File: src/rtl/logic_axi4_lite_pkg.sv
// Shared AXI4-Lite types: protection encoding, response codes, register-file
// channel FSM states and the protection check used by the register decoders.
package logic_axi4_lite_pkg;

  typedef enum logic {
    DATA_ACCESS        = 1'b0,
    INSTRUCTION_ACCESS = 1'b1
  } type_access_t;

  typedef enum logic {
    SECURE_ACCESS     = 1'b0,
    NON_SECURE_ACCESS = 1'b1
  } security_access_t;

  typedef enum logic {
    UNPRIVILEGED_ACCESS = 1'b0,
    PRIVILEGED_ACCESS   = 1'b1
  } privilege_access_t;

  // AxPROT[2:0] = {instruction, non-secure, privileged}
  typedef struct packed {
    type_access_t      type_access;
    security_access_t  security_access;
    privilege_access_t privilege_access;
  } access_t;

  typedef enum logic [1:0] {
    RESPONSE_OKAY   = 2'b00,
    RESPONSE_EXOKAY = 2'b01,
    RESPONSE_SLVERR = 2'b10,
    RESPONSE_DECERR = 2'b11
  } response_t;

  localparam access_t DEFAULT_DATA_ACCESS = '{
    type_access:      DATA_ACCESS,
    security_access:  SECURE_ACCESS,
    privilege_access: UNPRIVILEGED_ACCESS
  };

  typedef enum logic [1:0] {
    WRITE_IDLE,
    WRITE_WAIT_DATA,
    WRITE_WAIT_ADDR,
    WRITE_RESPONSE
  } write_state_t;

  typedef enum logic {
    READ_IDLE,
    READ_RESPONSE
  } read_state_t;

  // Protection check for one register; read-only handling is left to the caller.
  function automatic response_t check_access(access_t prot, logic privileged, logic secure);
    response_t response;
    response = RESPONSE_OKAY;
    if (prot.type_access == INSTRUCTION_ACCESS) begin
      response = RESPONSE_SLVERR;
    end else if (privileged && (prot.privilege_access == UNPRIVILEGED_ACCESS)) begin
      response = RESPONSE_SLVERR;
    end else if (secure && (prot.security_access == NON_SECURE_ACCESS)) begin
      response = RESPONSE_SLVERR;
    end
    return response;
  endfunction

endpackage

File: src/rtl/logic_axi4_lite_register_decode.sv
// Combinational address/protection decoder for one AXI4-Lite channel.
// Ports: addr/prot/is_write in; index (register number) and response out.
// DECERR outranks SLVERR, which outranks OKAY.
module logic_axi4_lite_register_decode
  import logic_axi4_lite_pkg::*;
#(
  parameter int unsigned          DATA_BYTES      = 4,
  parameter int unsigned          ADDRESS_WIDTH   = 16,
  parameter int unsigned          REGISTERS       = 8,
  parameter int unsigned          BASE_ADDRESS    = 0,
  parameter int unsigned          INDEX_WIDTH     = 3,
  parameter logic [REGISTERS-1:0] READ_ONLY_MASK  = '0,
  parameter logic [REGISTERS-1:0] PRIVILEGED_MASK = '0,
  parameter logic [REGISTERS-1:0] SECURE_MASK     = '0
) (
  input  logic [ADDRESS_WIDTH-1:0] addr,
  input  access_t                  prot,
  input  logic                     is_write,
  output logic [INDEX_WIDTH-1:0]   index,
  output response_t                response
);

  localparam int unsigned BYTE_SHIFT = $clog2(DATA_BYTES);
  localparam logic [ADDRESS_WIDTH-1:0] BASE = ADDRESS_WIDTH'(BASE_ADDRESS);

  logic [ADDRESS_WIDTH:0]   diff;
  logic [ADDRESS_WIDTH-1:0] word;
  logic                     hit;
  logic                     privileged;
  logic                     secure;
  logic                     read_only;

  // Borrow out of the subtraction flags addresses below the base.
  always_comb begin
    diff       = {1'b0, addr} - {1'b0, BASE};
    word       = diff[ADDRESS_WIDTH-1:0] >> BYTE_SHIFT;
    hit        = 1'b0;
    privileged = 1'b0;
    secure     = 1'b0;
    read_only  = 1'b0;
    response   = RESPONSE_OKAY;
    if (!diff[ADDRESS_WIDTH]) begin
      for (int unsigned i = 0; i < REGISTERS; i++) begin
        if (word == ADDRESS_WIDTH'(i)) begin
          hit        = 1'b1;
          privileged = PRIVILEGED_MASK[i];
          secure     = SECURE_MASK[i];
          read_only  = READ_ONLY_MASK[i];
        end
      end
    end
    index = INDEX_WIDTH'(word);
    if (!hit) begin
      response = RESPONSE_DECERR;
    end else begin
      response = check_access(prot, privileged, secure);
      if ((response == RESPONSE_OKAY) && is_write && read_only) begin
        response = RESPONSE_SLVERR;
      end
    end
  end

endmodule

File: src/rtl/logic_axi4_lite_register_file.sv
// AXI4-Lite slave exposing REGISTERS words of DATA_BYTES each.
// Ports: AXI4-Lite AW/W/B/AR/R channels on aclk/areset (async, active-high);
// registers_q exports RW contents, status_d feeds read-only registers,
// write_pulse/read_pulse strobe one cycle per committed write / OKAY read.
module logic_axi4_lite_register_file
  import logic_axi4_lite_pkg::*;
#(
  parameter int unsigned                        DATA_BYTES      = 4,
  parameter int unsigned                        ADDRESS_WIDTH   = 16,
  parameter int unsigned                        REGISTERS       = 8,
  parameter int unsigned                        BASE_ADDRESS    = 0,
  parameter logic [REGISTERS-1:0]               READ_ONLY_MASK  = '0,
  parameter logic [REGISTERS-1:0]               PRIVILEGED_MASK = '0,
  parameter logic [REGISTERS-1:0]               SECURE_MASK     = '0,
  parameter logic [REGISTERS*DATA_BYTES*8-1:0]  RESET_VALUES    = '0
) (
  input  logic                                aclk,
  input  logic                                areset,
  input  logic                                awvalid,
  output logic                                awready,
  input  logic [ADDRESS_WIDTH-1:0]            awaddr,
  input  access_t                             awprot,
  input  logic                                wvalid,
  output logic                                wready,
  input  logic [DATA_BYTES*8-1:0]             wdata,
  input  logic [DATA_BYTES-1:0]               wstrb,
  output logic                                bvalid,
  input  logic                                bready,
  output response_t                           bresp,
  input  logic                                arvalid,
  output logic                                arready,
  input  logic [ADDRESS_WIDTH-1:0]            araddr,
  input  access_t                             arprot,
  output logic                                rvalid,
  input  logic                                rready,
  output logic [DATA_BYTES*8-1:0]             rdata,
  output response_t                           rresp,
  output logic [REGISTERS*DATA_BYTES*8-1:0]   registers_q,
  input  logic [REGISTERS*DATA_BYTES*8-1:0]   status_d,
  output logic [REGISTERS-1:0]                write_pulse,
  output logic [REGISTERS-1:0]                read_pulse
);

  localparam int unsigned DATA_WIDTH  = DATA_BYTES * 8;
  localparam int unsigned INDEX_WIDTH = (REGISTERS > 1) ? $clog2(REGISTERS) : 1;

  logic [DATA_WIDTH-1:0] regs_q [REGISTERS];

  // ---------------- write channel ----------------
  write_state_t               wr_state, wr_state_d;
  logic                       awready_d, wready_d, bvalid_d;
  response_t                  bresp_d;
  logic [REGISTERS-1:0]       write_pulse_d;
  logic [ADDRESS_WIDTH-1:0]   aw_addr_q;
  access_t                    aw_prot_q;
  logic [DATA_WIDTH-1:0]      w_data_q;
  logic [DATA_BYTES-1:0]      w_strb_q;
  logic                       aw_capture, w_capture, wr_complete, wr_commit;
  logic                       aw_hs, w_hs;
  logic [ADDRESS_WIDTH-1:0]   wr_addr;
  access_t                    wr_prot;
  logic [DATA_WIDTH-1:0]      wr_data;
  logic [DATA_BYTES-1:0]      wr_strb;
  logic [INDEX_WIDTH-1:0]     wr_index;
  response_t                  wr_resp;

  assign aw_hs = awvalid && awready;
  assign w_hs  = wvalid && wready;

  // Whichever half arrived first comes from its capture register.
  always_comb begin
    wr_addr = (wr_state == WRITE_WAIT_DATA) ? aw_addr_q : awaddr;
    wr_prot = (wr_state == WRITE_WAIT_DATA) ? aw_prot_q : awprot;
    wr_data = (wr_state == WRITE_WAIT_ADDR) ? w_data_q  : wdata;
    wr_strb = (wr_state == WRITE_WAIT_ADDR) ? w_strb_q  : wstrb;
  end

  logic_axi4_lite_register_decode #(
    .DATA_BYTES      (DATA_BYTES),
    .ADDRESS_WIDTH   (ADDRESS_WIDTH),
    .REGISTERS       (REGISTERS),
    .BASE_ADDRESS    (BASE_ADDRESS),
    .INDEX_WIDTH     (INDEX_WIDTH),
    .READ_ONLY_MASK  (READ_ONLY_MASK),
    .PRIVILEGED_MASK (PRIVILEGED_MASK),
    .SECURE_MASK     (SECURE_MASK)
  ) u_write_decode (
    .addr     (wr_addr),
    .prot     (wr_prot),
    .is_write (1'b1),
    .index    (wr_index),
    .response (wr_resp)
  );

  // Write FSM next state and next registered outputs.
  always_comb begin
    wr_state_d    = wr_state;
    awready_d     = awready;
    wready_d      = wready;
    bvalid_d      = bvalid;
    bresp_d       = bresp;
    aw_capture    = 1'b0;
    w_capture     = 1'b0;
    wr_complete   = 1'b0;
    wr_commit     = 1'b0;
    write_pulse_d = '0;
    case (wr_state)
      WRITE_IDLE: begin
        if (aw_hs && w_hs) begin
          wr_complete = 1'b1;
        end else if (aw_hs) begin
          wr_state_d = WRITE_WAIT_DATA;
          awready_d  = 1'b0;
          aw_capture = 1'b1;
        end else if (w_hs) begin
          wr_state_d = WRITE_WAIT_ADDR;
          wready_d   = 1'b0;
          w_capture  = 1'b1;
        end
      end
      WRITE_WAIT_DATA: if (w_hs)  wr_complete = 1'b1;
      WRITE_WAIT_ADDR: if (aw_hs) wr_complete = 1'b1;
      WRITE_RESPONSE: begin
        if (bready) begin
          wr_state_d = WRITE_IDLE;
          bvalid_d   = 1'b0;
          awready_d  = 1'b1;
          wready_d   = 1'b1;
        end
      end
      default: wr_state_d = WRITE_IDLE;
    endcase
    if (wr_complete) begin
      wr_state_d = WRITE_RESPONSE;
      awready_d  = 1'b0;
      wready_d   = 1'b0;
      bvalid_d   = 1'b1;
      bresp_d    = wr_resp;
      wr_commit  = (wr_resp == RESPONSE_OKAY);
    end
    for (int unsigned i = 0; i < REGISTERS; i++) begin
      write_pulse_d[i] = wr_commit && (wr_index == INDEX_WIDTH'(i));
    end
  end

  // Write FSM state, handshake outputs and half-transaction capture.
  always_ff @(posedge aclk or posedge areset) begin
    if (areset) begin
      wr_state    <= WRITE_IDLE;
      awready     <= 1'b1;
      wready      <= 1'b1;
      bvalid      <= 1'b0;
      bresp       <= RESPONSE_OKAY;
      write_pulse <= '0;
      aw_addr_q   <= '0;
      aw_prot_q   <= DEFAULT_DATA_ACCESS;
      w_data_q    <= '0;
      w_strb_q    <= '0;
    end else begin
      wr_state    <= wr_state_d;
      awready     <= awready_d;
      wready      <= wready_d;
      bvalid      <= bvalid_d;
      bresp       <= bresp_d;
      write_pulse <= write_pulse_d;
      if (aw_capture) begin
        aw_addr_q <= awaddr;
        aw_prot_q <= awprot;
      end
      if (w_capture) begin
        w_data_q <= wdata;
        w_strb_q <= wstrb;
      end
    end
  end

  // Register storage with per-byte strobes; only OKAY writes commit.
  always_ff @(posedge aclk or posedge areset) begin
    if (areset) begin
      for (int unsigned i = 0; i < REGISTERS; i++) begin
        regs_q[i] <= RESET_VALUES[i*DATA_WIDTH +: DATA_WIDTH];
      end
    end else if (wr_commit) begin
      for (int unsigned i = 0; i < REGISTERS; i++) begin
        if (wr_index == INDEX_WIDTH'(i)) begin
          for (int unsigned j = 0; j < DATA_BYTES; j++) begin
            if (wr_strb[j]) regs_q[i][j*8 +: 8] <= wr_data[j*8 +: 8];
          end
        end
      end
    end
  end

  for (genvar g = 0; g < REGISTERS; g++) begin : g_export
    assign registers_q[g*DATA_WIDTH +: DATA_WIDTH] = regs_q[g];
  end

  // ---------------- read channel ----------------
  read_state_t            rd_state, rd_state_d;
  logic                   arready_d, rvalid_d;
  logic [DATA_WIDTH-1:0]  rdata_d, rd_word;
  response_t              rresp_d, rd_resp;
  logic [REGISTERS-1:0]   read_pulse_d;
  logic [INDEX_WIDTH-1:0] rd_index;
  logic                   ar_hs;

  assign ar_hs = arvalid && arready;

  logic_axi4_lite_register_decode #(
    .DATA_BYTES      (DATA_BYTES),
    .ADDRESS_WIDTH   (ADDRESS_WIDTH),
    .REGISTERS       (REGISTERS),
    .BASE_ADDRESS    (BASE_ADDRESS),
    .INDEX_WIDTH     (INDEX_WIDTH),
    .READ_ONLY_MASK  (READ_ONLY_MASK),
    .PRIVILEGED_MASK (PRIVILEGED_MASK),
    .SECURE_MASK     (SECURE_MASK)
  ) u_read_decode (
    .addr     (araddr),
    .prot     (arprot),
    .is_write (1'b0),
    .index    (rd_index),
    .response (rd_resp)
  );

  // Read source: status input for read-only registers, storage otherwise.
  // Sampling regs_q here gives the pre-write value on a coincident commit.
  always_comb begin
    rd_word = '0;
    for (int unsigned i = 0; i < REGISTERS; i++) begin
      if (rd_index == INDEX_WIDTH'(i)) begin
        rd_word = READ_ONLY_MASK[i] ? status_d[i*DATA_WIDTH +: DATA_WIDTH] : regs_q[i];
      end
    end
  end

  // Read FSM next state and next registered outputs.
  always_comb begin
    rd_state_d   = rd_state;
    arready_d    = arready;
    rvalid_d     = rvalid;
    rdata_d      = rdata;
    rresp_d      = rresp;
    read_pulse_d = '0;
    case (rd_state)
      READ_IDLE: begin
        if (ar_hs) begin
          rd_state_d = READ_RESPONSE;
          arready_d  = 1'b0;
          rvalid_d   = 1'b1;
          rresp_d    = rd_resp;
          rdata_d    = (rd_resp == RESPONSE_OKAY) ? rd_word : '0;
          for (int unsigned i = 0; i < REGISTERS; i++) begin
            read_pulse_d[i] = (rd_resp == RESPONSE_OKAY) && (rd_index == INDEX_WIDTH'(i));
          end
        end
      end
      READ_RESPONSE: begin
        if (rready) begin
          rd_state_d = READ_IDLE;
          arready_d  = 1'b1;
          rvalid_d   = 1'b0;
        end
      end
      default: rd_state_d = READ_IDLE;
    endcase
  end

  // Read FSM state and registered outputs.
  always_ff @(posedge aclk or posedge areset) begin
    if (areset) begin
      rd_state   <= READ_IDLE;
      arready    <= 1'b1;
      rvalid     <= 1'b0;
      rdata      <= '0;
      rresp      <= RESPONSE_OKAY;
      read_pulse <= '0;
    end else begin
      rd_state   <= rd_state_d;
      arready    <= arready_d;
      rvalid     <= rvalid_d;
      rdata      <= rdata_d;
      rresp      <= rresp_d;
      read_pulse <= read_pulse_d;
    end
  end

endmodule

File: config.mk
export PLATFORM = sky130hd
export DESIGN_NAME = logic_axi4_lite_register_file
export DESIGN_NICKNAME = d
export VERILOG_FILES = /design/src/rtl/logic_axi4_lite_pkg.sv /design/src/rtl/logic_axi4_lite_register_decode.sv /design/src/rtl/logic_axi4_lite_register_file.sv
export SDC_FILE = /design/constraint.sdc
export NUM_CORES = 1
export LEC_CHECK = 0
export ABC_AREA = 0
export ABC_CLOCK_PERIOD_IN_PS = 13300
export CAP_MARGIN = 20
export CORE_AREA = 8 8 245 247
export DETAILED_ROUTE_END_ITERATION = 16
export DIE_AREA = 0 0 253 255
export GPL_ROUTABILITY_DRIVEN = 0
export HOLD_SLACK_MARGIN = 0.15
export PLACE_DENSITY = 0.62
export SLEW_MARGIN = 20
export SYNTH_ARGS = -nofsm -noshare
export SYNTH_HDL_FRONTEND = slang
export SYNTH_SLANG_ARGS = --single-unit
File: constraint.sdc
create_clock -name aclk -period 13.3 [get_ports aclk]
set_input_delay 2.66 -clock aclk [delete_from_list [all_inputs] [get_ports aclk]]
set_output_delay 2.66 -clock aclk [all_outputs]
set_load 0.01 [all_outputs]
==> out/qor.csv, run 1 <==
metric;value;unit
status;complete, no violations;
slowest CP cell;a211oi_4;
root buffer cell;clkbuf_16;
Final ANT Viol Nets;0;
die width;253;um
fmax;192;MHz
cells after synthesis;1131;
clock-pin slew on the worst setup and hold paths;0.06;ns
HPWL Detailed;40900;um
Layout Cells excl Fill;2319;
highest metal used;met5;
largest net degree at the start of global routing;99;
footprint of the multi-input gates;0.00691;mm2
drc violations;0;
setup bufs post-CTS;0;
Cell variety after synth;41;
count leader, synth;dfrtp_1;
Gate power share;8.3;%
Reg area;0.00919;mm2
clk sink count;367;
met3 WL post-DR;4790;um
top_reg_cell synth;dfrtp_1;
layout cell share with drive strength beyond 1;32.0;%
EDFF count, synth;0;
Warnings, synthesis;0;
Iter 0 DRT Violations;563;
synthesized area;0.0163;mm2
Bufs and invs on worst path;1;
die area;0.0645;mm2
skew final;0.0311;ns
All-Layer GR Usage;17.8;%
max cap viols;0;
Layout area overhead;38.6;%
post-synthesis xor/xnor area fraction;0;%
antenna violations before repair;10;
Req. time, crit path;13.76;ns
CTS Buf Count;44;
Core Util, Final;40.4;%
Starting Density;29.1;%
maximum vdd ir drop;0.0000976;V
sw frac;24.4;%
Hold Vio Cnt, Final;0;
fin area;0.0226;mm2
Routed Wire Length;58600;um
Slowest Stage Delay on Critical Path;0.88;ns
Final nets;1865;
met2 WL;26500;um
complex-gate fraction of the synthesized area;4.46;%
Synth Area in Simple Gates;5.43;%
mean area per synthesized cell;14.4;um2
Slew @ Worst Pin;1.06;ns
Seq/Total Area, Yosys;56.4;%
post-synth top area share;55.9;%
H-tree depth;2;
CP Max Fanout;8;
Cell Chain, Critical Path;clkdlybuf4s50_1 > nor4_1 > nand4_1 > a211oi_4 > nand2_2 > mux2_2;
post-synthesis adder-cell area fraction;0;%
Int Pwr;2.02;mW
multiplexer share of the synthesized area;32.4;%
dpl ws;7.54;ns
Resized cells post-CTS;0;
crit path time final;5.21;ns
DRT Pass-1 Iters;7;
Setup Viol. Count Final;0;
clk_lat worst skew;0.58;ns
M1 wire length;25500;um
PortBufs;385;
Area contributors post-synth;dfrtp_1 (56%), mux2_2 (22%), mux4_2 (6.2%);
final worst slack;8.09;ns
type of the worst setup path;in2reg;
placed instance area;0.0210;mm2
total grt overflow;0;
hold slack final;0.476;ns
Net Count, Synth;1468;
Core ar.;0.0560;mm2
setup TNS;0;ns
Die H;255;um
RSZ-0062 raised after global routing;false;
Pins Over Slew Limit;0;
hold_buf cts;0;
top post-synthesis cells by count;dfrtp_1 (364), mux2_2 (322), nand2_1 (59), mux4_2 (45), o21ai_0 (45);
period utilisation layout;39.2;%
vias per cell;4.92;
WL/cell;25.3;um
vias in the first global route;12200;
biggest area consumer among synthesized cells;dfrtp_1;
delay-heaviest family, CP;simple AND/OR/NAND/NOR gates;
first-pass GRT wire length;85400;um
P_leak;10.3;nW
Filler cells;5242;
CP arrival;5.67;ns
DP Cell Count;2238;
CTS tree;built;
largest family of logic cells by synthesized area;multiplexers;
Vias;11400;
flops & latches, synth;367;
min-delay worst type;reg2reg;
Setup crit start kind;primary input;
max_slew headroom;29.4;%
Psw;0.651;mW
register share of total power;43.2;%
num rows;87;
I/O Pins;650;
CTS Buffer Depth;3;
clock power share;48.5;%
Power Density;118;mW/mm2
Critical Path Sink Type;register;
Synth async-reset ratio;100;%
total power;2.67;mW
## kinds of logic after synthesis
kind of cell / after synthesis
buffers and inverters: 53
AND/OR/NAND/NOR: 177
multiplexers: 428
AO/OA/AOI/OAI: 106
flip-flops: 367
## final timing paths
check,from,end,slack (ns),depth (start not counted)
worst max-delay path,awaddr[6],registers_q[43],8.09,6
worst min-delay path,rdata[31],rdata[31],0.48,2
worst max register to register,wr_state[1],registers_q[43],9.74,5
worst min register to register,rdata[31],rdata[31],0.48,2
max in group asynchronous,areset,registers_q[195],8.48,4
min in group asynchronous,areset,rdata[27],2.60,2
## state kept, by name, indices dropped and copies added, names as in the netlist
register and cells:
rvalid 1, w_data_q 32, w_strb_q 4, wr_state 2
wready 1, read_pulse 8, aw_prot_q 1, aw_addr_q 14
rd_state 1, rdata 32, bvalid 1, awready 1
rresp 2, arready 1, bresp 2, registers_q 256
write_pulse 8
## cell type report
class,instances,area share (%)
flip-flops and latches,367,40.7
multi-input cells,711,30.6
repair buffers,395,17.4
clock buffers,59,5.71
well taps,756,4.19
clock inverters,21,1.24
inverters,9,0.183
diodes,1,0.0111
## cell usage in the layout (no fill, tap or decap), drive strengths merged, types with 5 or more instances in the layout
master / instances
clkdlybuf4s50: 382
dfrtp: 364
mux2: 346
nand2: 91
clkbuf: 59
mux4: 45
o21ai: 45
mux2i: 37
nor2: 34
a21oi: 13
a22o: 13
buf: 13
inv: 12
a31oi: 9
clkinv: 8
nor4: 7
nor3: 7
nand2b: 7
o221ai: 6
bufinv: 6
or3: 6
nor2b: 5
a21o: 5
nand3: 5
## worst reg2reg max path: stages, from the launching register on
cell      delay, ns
dfrtp_1        0.73
nand2b_1       0.47
nand4_1        0.52
a211oi_4       0.88
nand2_2        0.45
mux2_2         0.41
## per-layer routing
layer,up-vias,GRT usage [%]
met5,-,0
met4,16,5.75
met2,350,27.8
li1,4995,-
met1,5941,23.1
met3,105,5.93
## power by group through the flow
stage | registers, mW | clock network (mW) | logic, mW
finish | 1.15 | 1.29 | 0.222
global route | 1.15 | 1.38 | 0.245
CTS | 1.15 | 1.34 | 0.227
detailed placement | 1.17 | 0 | 0.226
global placement | 1.17 | 0 | 0.223
floorplan | 1.17 | 0 | 0.132
No activity file was read; power rests on OpenSTA's default activity.
==> inputs of run 2 (changes only) <==
ABC_CLOCK_PERIOD_IN_PS = 5100   (was 13300)
PLACE_DENSITY = 0.6   (was 0.62)
clock period = 5.1 ns   (was 13.3 ns; I/O delays follow)
==> out/qor.csv, run 2 (synthesis results as in run 1) <==
metric;value;unit;change
PortBufs;385;;unchanged
Final nets;1869;;+0.21%
clk sink count;367;;unchanged
met2 GRT Util;27.6;%;-0.18 points
H-tree depth;2;;unchanged
Vias;11400;;+0.29%
largest net degree at the start of global routing;119;;+20%
total grt overflow;0;;unchanged
commonest non-fill, non-tap cell in the layout;clkdlybuf4s50_1;;
Hold Path Sink;rvalid;;
skew final;0.0241;ns;-0.00706 ns
status;complete, no violations;;
clk_lat worst skew;0.57;ns;about the same
Layout area overhead;37.8;%;
setup bufs post-CTS;0;;unchanged
total power;6.60;mW;+150%
CTS Buffer Depth;3;;unchanged
Setup Viol. Count Final;0;;unchanged
Power Density;294;mW/mm2;+150%
max_slew headroom;29.3;%;-0.13 points
CTS tree;built;;
min-delay worst type;reg2reg;;
Pins Over Slew Limit;0;;unchanged
met3 usage;5.93;%;unchanged
reg-to-reg critical path endpoint;registers_q[93];;
layout cell share with drive strength beyond 1;31.5;%;-0.49 points
P_leak;10.2;nW;-0.59%
type of the worst setup path;in2reg;;
max cap viols;0;;unchanged
WL/cell;25.4;um;+0.59%
Hold Vio Cnt, Final;0;;unchanged
num rows;87;;unchanged
fmax;280;MHz;
met1 usage;24.2;%;+1.2 points
Core ar.;0.0560;mm2;unchanged
Final ANT Viol Nets;0;;unchanged
worst r2r src;wr_state[1];;
drc violations;0;;unchanged
commonest non-fill, non-tap cells in the layout;clkdlybuf4s50_1 (382), dfrtp_1 (364), mux2_2 (322);;
HP Start;rvalid;;
Critical Path Sink Type;register;;
Resized cells post-CTS;0;;unchanged
max reg flops;256;;unchanged
most used routing layer in global routing;met2;;
HPWL Detailed;41400;um;+1.2%
clock-pin slew on the worst setup and hold paths;0.05;ns;about the same
RSZ-0062 raised after global routing;false;;
All-Layer GR Usage;18.0;%;+0.20 points
Hold Path Depth;2;;unchanged
maximum vdd ir drop;0.000239;V;+150%
I/O Pins;650;;unchanged
hold_buf cts;0;;unchanged
FF-to-FF path depth;5;;unchanged
Starting Density;29.1;%;unchanged
CP arrival;4.01;ns;-1.66 ns
vias in the first global route;12100;;-0.33%
Routed Wire Length;59000;um;+0.72%
Core Util, Final;40.1;%;-0.22 points
Iter 0 DRT Violations;538;;-4.4%
crit path time final;3.57;ns;
reg2reg setup slack;1.53;ns;-8.21 ns
vias per cell;4.93;;+0.16%
DRT Pass-1 Iters;5;;-2
die width;253;um;unchanged
Setup crit start kind;primary input;;
Req. time, crit path;5.54;ns;-8.22 ns
Die H;255;um;unchanged
Slew @ Worst Pin;1.06;ns;+0.00201 ns
antenna violations before repair;9;;-1
die area;0.0645;mm2;unchanged
first-pass GRT wire length;85900;um;+0.66%
period utilisation layout;70.0;%;
CTS Buf Count;42;;-4.5%
CP Max Fanout;8;;unchanged
root buffer cell;clkbuf_16;;
==> run 2: cell count changes in the layout (fill, tap and decap cells not counted), sizes merged <==
cell,delta
buf,+6
diode,+1
inv,-4
clkinvlp,-1
clkbuf,+7
clkinv,-1
bufinv,-5
==> run 2: cell type report <==
cell class / count / area (um2)
antenna: 2 / 5.00
clock buffer: 66 / 1290
clock inverter: 10 / 80.1
fill: 5296 / 33500
inverter: 9 / 37.5
multi-input combinational: 711 / 6910
sequential: 367 / 9190
tap: 756 / 946
timing repair buffer: 401 / 3990
==> run 2: worst max-delay path by stage <==
| stage | slack [ns] | startpoint | to | cells past startpoint |
|---|---|---|---|---|
| 2_1_floorplan | -0.84 | areset | aw_addr_q[10] | 1 |
| 3_3_place_gp | 0.99 | awaddr[6] | registers_q[144] | 6 |
| 3_5_place_dp | 0.95 | awaddr[7] | registers_q[148] | 6 |
| 4_1_cts | 1.54 | wr_state[1] | registers_q[148] | 5 |
| 5_1_grt | 1.32 | wr_state[0] | registers_q[131] | 5 |
| 6_report | 1.53 | awaddr[7] | registers_q[93] | 6 |
==> run 2: per-layer routing <==
layer / up-vias / routed length, um
met5: - / 63
met4: 10 / 1340
met3: 84 / 4450
met2: 326 / 26500
met1: 6029 / 26600
li1: 4991 / -
==> run 2: power by group <==
| part | switching [mW] | total [mW] | internal, mW | leakage [nW] |
|---|---|---|---|---|
| logic | 0.370 | 0.586 | 0.216 | 4.46 |
| registers | 0.0379 | 3.01 | 2.97 | 5.07 |
| clock network | 1.21 | 3.00 | 1.79 | 0.675 |
==> run 2: through the flow <==
step / TNS, ns / hold WS (ns) / worst slack [ns] / instances / instance area [um2]
2_1_floorplan: -306.39 / 0.475 / -0.842 / 1131 / 16300
3_3_place_gp: 0 / 0.462 / 0.990 / 2244 / 21100
3_5_place_dp: 0 / 0.474 / 0.946 / 2244 / 21100
4_1_cts: 0 / 0.486 / 1.54 / 2320 / 22500
5_1_grt: 0 / 0.491 / 1.32 / 2321 / 22500
6_report: 0 / 0.483 / 1.53 / 2322 / 22500
==> run 2: critical path, stage by stage <==
cell and delay, ns:
clkdlybuf4s50_1 0.43, nor4_1 0.32, nand4_1 0.48, a211oi_4 0.88
nand2_2 0.46, mux2_2 0.40
==> inputs of run 3 (changes only) <==
ABC_CLOCK_PERIOD_IN_PS = 3700   (was 5100)
clock period = 3.7 ns   (was 5.1 ns; I/O delays follow)
==> out/qor.csv, run 3 (synthesis results as in run 1) <==
metric;value;unit;change
Reg area;0.00919;mm2;unchanged
type of the worst setup path;in2reg;;
period utilisation layout;77.5;%;
max cap viols;0;;unchanged
Filler cells;5288;;-0.15%
Power Density;411;mW/mm2;+40%
PortBufs;385;;unchanged
commonest non-fill, non-tap cell in the layout;clkdlybuf4s50_1;;
status;complete, no violations;;
CTS Buf Count;43;;+2.4%
commonest non-fill, non-tap cells in the layout;clkdlybuf4s50_1 (382), dfrtp_1 (364), mux2_2 (322);;
Critical Path Sink Type;register;;
I/O Pins;650;;unchanged
drc violations;0;;unchanged
first-pass GRT wire length;86400;um;+0.58%
Pins Over Slew Limit;0;;unchanged
Gate power share;9.1;%;+0.2 points
Core Util, Final;40.7;%;+0.53 points
vias in the first global route;12300;;+0.99%
Setup Viol. Count Final;0;;unchanged
HPWL Detailed;42400;um;+2.6%
register share of total power;44.3;%;-1.3 points
die width;253;um;unchanged
num rows;87;;unchanged
Slew @ Worst Pin;1.06;ns;+0.00348 ns
clock power share;46.6;%;+1.1 points
RSZ-0062 raised after global routing;false;;
vias per cell;4.87;;-1.2%
Vias;11400;;-0.39%
total grt overflow;0;;unchanged
Int Pwr;7.07;mW;+42%
Hold Vio Cnt, Final;0;;unchanged
Layout Cells excl Fill;2341;;+0.82%
min-delay worst type;reg2reg;;
skew final;0.0181;ns;-0.00593 ns
Resized cells post-CTS;0;;unchanged
Layout area overhead;39.6;%;
setup bufs post-CTS;0;;unchanged
DRT Pass-1 Iters;4;;-1
WL/cell;25.4;um;about the same
root buffer cell;clkbuf_16;;
footprint of the multi-input gates;0.00691;mm2;unchanged
antenna violations before repair;8;;-1
CP Max Fanout;8;;unchanged
CTS Buffer Depth;3;;unchanged
Final ANT Viol Nets;0;;unchanged
Routed Wire Length;59500;um;+0.79%
H-tree depth;2;;unchanged
clock-pin slew on the worst setup and hold paths;0.06;ns;about the same
hold_buf cts;0;;unchanged
Starting Density;29.1;%;unchanged
Core ar.;0.0560;mm2;unchanged
Req. time, crit path;4.12;ns;-1.42 ns
crit path time final;2.87;ns;
DP Cell Count;2266;;+0.98%
Iter 0 DRT Violations;599;;+11%
setup TNS;0;ns;unchanged
layout cell share with drive strength beyond 1;32.7;%;+1.2 points
sw frac;24.4;%;-0.18 points
Psw;2.28;mW;+41%
Die H;255;um;unchanged
final worst slack;0.834;ns;-0.698 ns
largest net degree at the start of global routing;79;;-34%
All-Layer GR Usage;18.1;%;+0.16 points
die area;0.0645;mm2;unchanged
CP arrival;3.29;ns;-0.72 ns
CTS tree;built;;
clk sink count;367;;unchanged
max_slew headroom;29.0;%;-0.23 points
maximum vdd ir drop;0.000295;V;+23%
dpl ws;0.276;ns;-0.670 ns
P_leak;10.4;nW;+1.6%
Final nets;1892;;+1.2%
clk_lat worst skew;0.56;ns;about the same
Setup crit start kind;primary input;;
max reg flops;256;;unchanged
fmax;349;MHz;
-- run 3: metrics by stage --
step / power, mW / hold WS (ns) / cell area, um2
3_3_place_gp: 5.06 / 0.462 / 21300
2_1_floorplan: 4.68 / 0.475 / 16300
3_5_place_dp: 5.08 / 0.474 / 21300
5_1_grt: 9.74 / 0.513 / 22700
4_1_cts: 9.49 / 0.487 / 22700
6_report: 9.34 / 0.482 / 22700
-- run 3: path summary, 6_finish.rpt --
path / from / end / slack, ns / cells after the start
max: awaddr[5] / registers_q[146] / 0.83 / 7
min: rdata[9] / rdata[9] / 0.48 / 2
max reg2reg: wr_state[1] / registers_q[146] / 0.90 / 6
min reg2reg: rdata[9] / rdata[9] / 0.48 / 2
max in group asynchronous: areset / registers_q[200] / 2.24 / 3
min in group asynchronous: areset / registers_q[250] / 0.62 / 2
-- run 3: area by class of cell --
class                      instances  area share (%)
clock buffer                      59            5.53
multi-input combinational        711            30.4
sequential                       367            40.4
inverter                           9           0.165
clock inverter                    14           0.803
antenna                            2          0.0220
timing repair buffer             423            18.5
tap                              756            4.16
-- run 3: power groups by stage --
stage               clock, mW  combinational, mW  sequential, mW
floorplan                   0              0.476            4.21
global route             4.66              0.936            4.14
detailed placement          0              0.871            4.21
finish                   4.35              0.853            4.13
global placement            0              0.857            4.20
CTS                      4.48              0.874            4.13
-- run 3: metal layers --
metal / wire length, um / vias up / global-route usage (%)
met5: 59 / - / 0
met4: 1390 / 10 / 5.19
met3: 5060 / 76 / 6.46
met2: 27300 / 336 / 28.5
met1: 25600 / 5935 / 23.4
li1: - / 5038 / -
-- run 3: worst max-delay path: stages --
cell	delay, ns
clkdlybuf4s50_1	0.43
nor4_1	0.33
nand4_1	0.48
a211oi_4	0.34
buf_4	0.26
nand2_2	0.28
mux2_1	0.41
==> variant (flow settings as in run 1) <==
Reset style: synchronous (`areset`), changed in 3 clocked blocks. Comments in the files are not updated.
--- a/src/rtl/logic_axi4_lite_register_file.sv
+++ b/src/rtl/logic_axi4_lite_register_file.sv
@@ -145,5 +145,5 @@
 
   // Write FSM state, handshake outputs and half-transaction capture.
-  always_ff @(posedge aclk or posedge areset) begin
+  always_ff @(posedge aclk) begin
     if (areset) begin
       wr_state    <= WRITE_IDLE;
@@ -176,5 +176,5 @@
 
   // Register storage with per-byte strobes; only OKAY writes commit.
-  always_ff @(posedge aclk or posedge areset) begin
+  always_ff @(posedge aclk) begin
     if (areset) begin
       for (int unsigned i = 0; i < REGISTERS; i++) begin
@@ -268,5 +268,5 @@
 
   // Read FSM state and registered outputs.
-  always_ff @(posedge aclk or posedge areset) begin
+  always_ff @(posedge aclk) begin
     if (areset) begin
       rd_state   <= READ_IDLE;
Formal check against the unedited RTL: not equivalent (Yosys sat finds a counterexample within 4 cycles, from zero or initial values and one cycle with areset high; the reset may be asserted at any time).
==> variant against run 1 <==
Sequential power is 14% higher. Sequential cell count stayed put. Power is 7.1% higher. Final cell count is 3.3% higher. Area after synthesis is 3.7% lower. Worst setup slack worse by 0.33 ns. First-iteration DRC count is 44% higher. Wire length is 4.5% higher. Design area is 3.0% lower. Clock skew is 0.011 ns lower. Critical path type unchanged. Critical endpoint is now regs_q[0][27]$_SDFFCE_PN0P_.
==> variant: results (changes against run 1) <==
critical path arrival 5.80 ns (+0.13 ns); Port Buffers 385 (unchanged); DRT Pass-1 Iters 5 (-2); R2R cell count 6 (+1); post-route insts no fill 2395 (+3.3%); CTS root buf clkbuf_16; EDFF count, synth 256 (+256); commonest cells in the netlist edfxtp_1, nor3_1, nand2_1, dfxtp_1, mux4_2; detailed placement HPWL 43500 µm (+6.5%); peak supply drop 0.0000693 V (-29%); final-layout fill cell count 5373 (+2.5%); later-pin clock latency in the skew report 0.56 ns (-0.02 ns); vias in the first global route 12200 (+0.11%); Initial DRC Count 810 (+44%); top post-synthesis cells by area edfxtp_1, dfxtp_1, mux4_2; DR vias/cell 4.99 (+1.5%); syn_nets 1561 (+6.3%); asr flop ratio synth 0% (-100 points); share of cells above drive strength 1 13.8% (-18 points); FF-to-FF End regs_q[0][14]$_SDFFCE_PN0P_; ys flop type edfxtp_1; initial antenna violation count 11 (+1); worst r2r src wr_state[0]$_SDFFE_PP0P_; flop-to-flop setup slack 8.94 ns (-0.80 ns); Avg WL per Cell 25.6 µm (+1.2%); Final Skew 0.0197 ns (-0.0115 ns); Hold Crit Endpoint w_data_q[24]$_SDFFE_PP0P_; status finished, final reports clean; post-synthesis sequential area ratio 63.2% (+6.8 points); hold_sp w_data_q[24]$_SDFFE_PP0P_; synthesized area per cell 12.8 µm² (-11%); Netlist cell types 50 (+22%); # nets final 1939 (+4.0%); slew margin rel. 27.4% (-2.0 points); worst-path fanout max 27 (+19); largest net degree at the start of global routing 75 (-24%); Placed Cells 2313 (+3.4%); Tot GR Track Use 18.3% (+0.53 points)
-- variant: changes by cell type in the layout (fill, tap and decap cells not counted), sizes merged, moves of 23 or more --
cell,run 1,this run
dfrtp,364,0
nor3,7,166
nand2,91,149
mux2,346,26
buf,13,47
inv,12,39
dfxtp,0,111
mux2i,37,60
edfxtp,0,256
a21oi,13,45
-- variant: worst max-delay path: stages --
cell             delay, ns
clkdlybuf4s50_1       0.53
a21oi_1               0.16
a211oi_4              0.37
buf_4                 0.37
nand3_2               0.51
o21ai_0               0.90
buf_4                 0.27
-- variant: area by class of cell --
cell class	count	area (µm²)	share of cell area (%)
well taps	756	946	4.32
inverters	38	143	0.651
flip-flops and latches	367	9910	45.3
repair buffers	428	4170	19.0
clock inverters	22	233	1.06
diodes	4	10.0	0.0457
multi-input cells	725	5320	24.3
clock buffers	55	1170	5.35
-- variant: power breakdown --
part	total (µW)	internal (µW)	switching (µW)
Sequential	1310	1270	34.6
Combinational	364	156	208
Clock	1190	702	485
Total	2860	2130	728
-- variant: kinds of logic after synthesis --
family                 count (synthesis)  synth area share (%)
buffers and inverters                132                  3.37
multiplexers                         149                  14.7
AND/OR/NAND/NOR                      438                  13.6
flip-flops                           367                  63.2
AO/OA/AOI/OAI                        138                  5.10
-- variant: worst max path at each step --
stage	startpoint	to	slack, ns	cells after the start
2_1_floorplan	awvalid	regs_q[1][48]$_SDFFCE_PN0P_	8.60	5
3_3_place_gp	awvalid	regs_q[0][89]$_SDFFCE_PN0P_	7.16	6
3_5_place_dp	awvalid	regs_q[0][29]$_SDFFCE_PN0P_	7.21	7
4_1_cts	awvalid	regs_q[0][27]$_SDFFCE_PN0P_	7.80	7
5_1_grt	awvalid	regs_q[0][27]$_SDFFCE_PN0P_	7.58	7
6_report	awvalid	regs_q[0][27]$_SDFFCE_PN0P_	7.76	7
-- variant: per-stage QoR --
step	hold slack, ns	worst slack, ns	power (µW)	area [µm²]
final	0.452	7.76	2860	21900
after floorplan	0.434	8.60	1500	15700
after detailed placement	0.442	7.21	1700	20500
after global placement	0.436	7.16	1690	20500
after global routing	0.469	7.58	2960	21900
after CTS	0.454	7.80	2890	21900
-- variant: layer usage --
metal / routed length, µm / up-vias / GRT usage [%]
li1: - / 5373 / -
met1: 25500 / 5948 / 23.3
met2: 28800 / 536 / 29.5
met3: 5080 / 97 / 5.49
met4: 1840 / 6 / 6.25
met5: 37 / - / 0
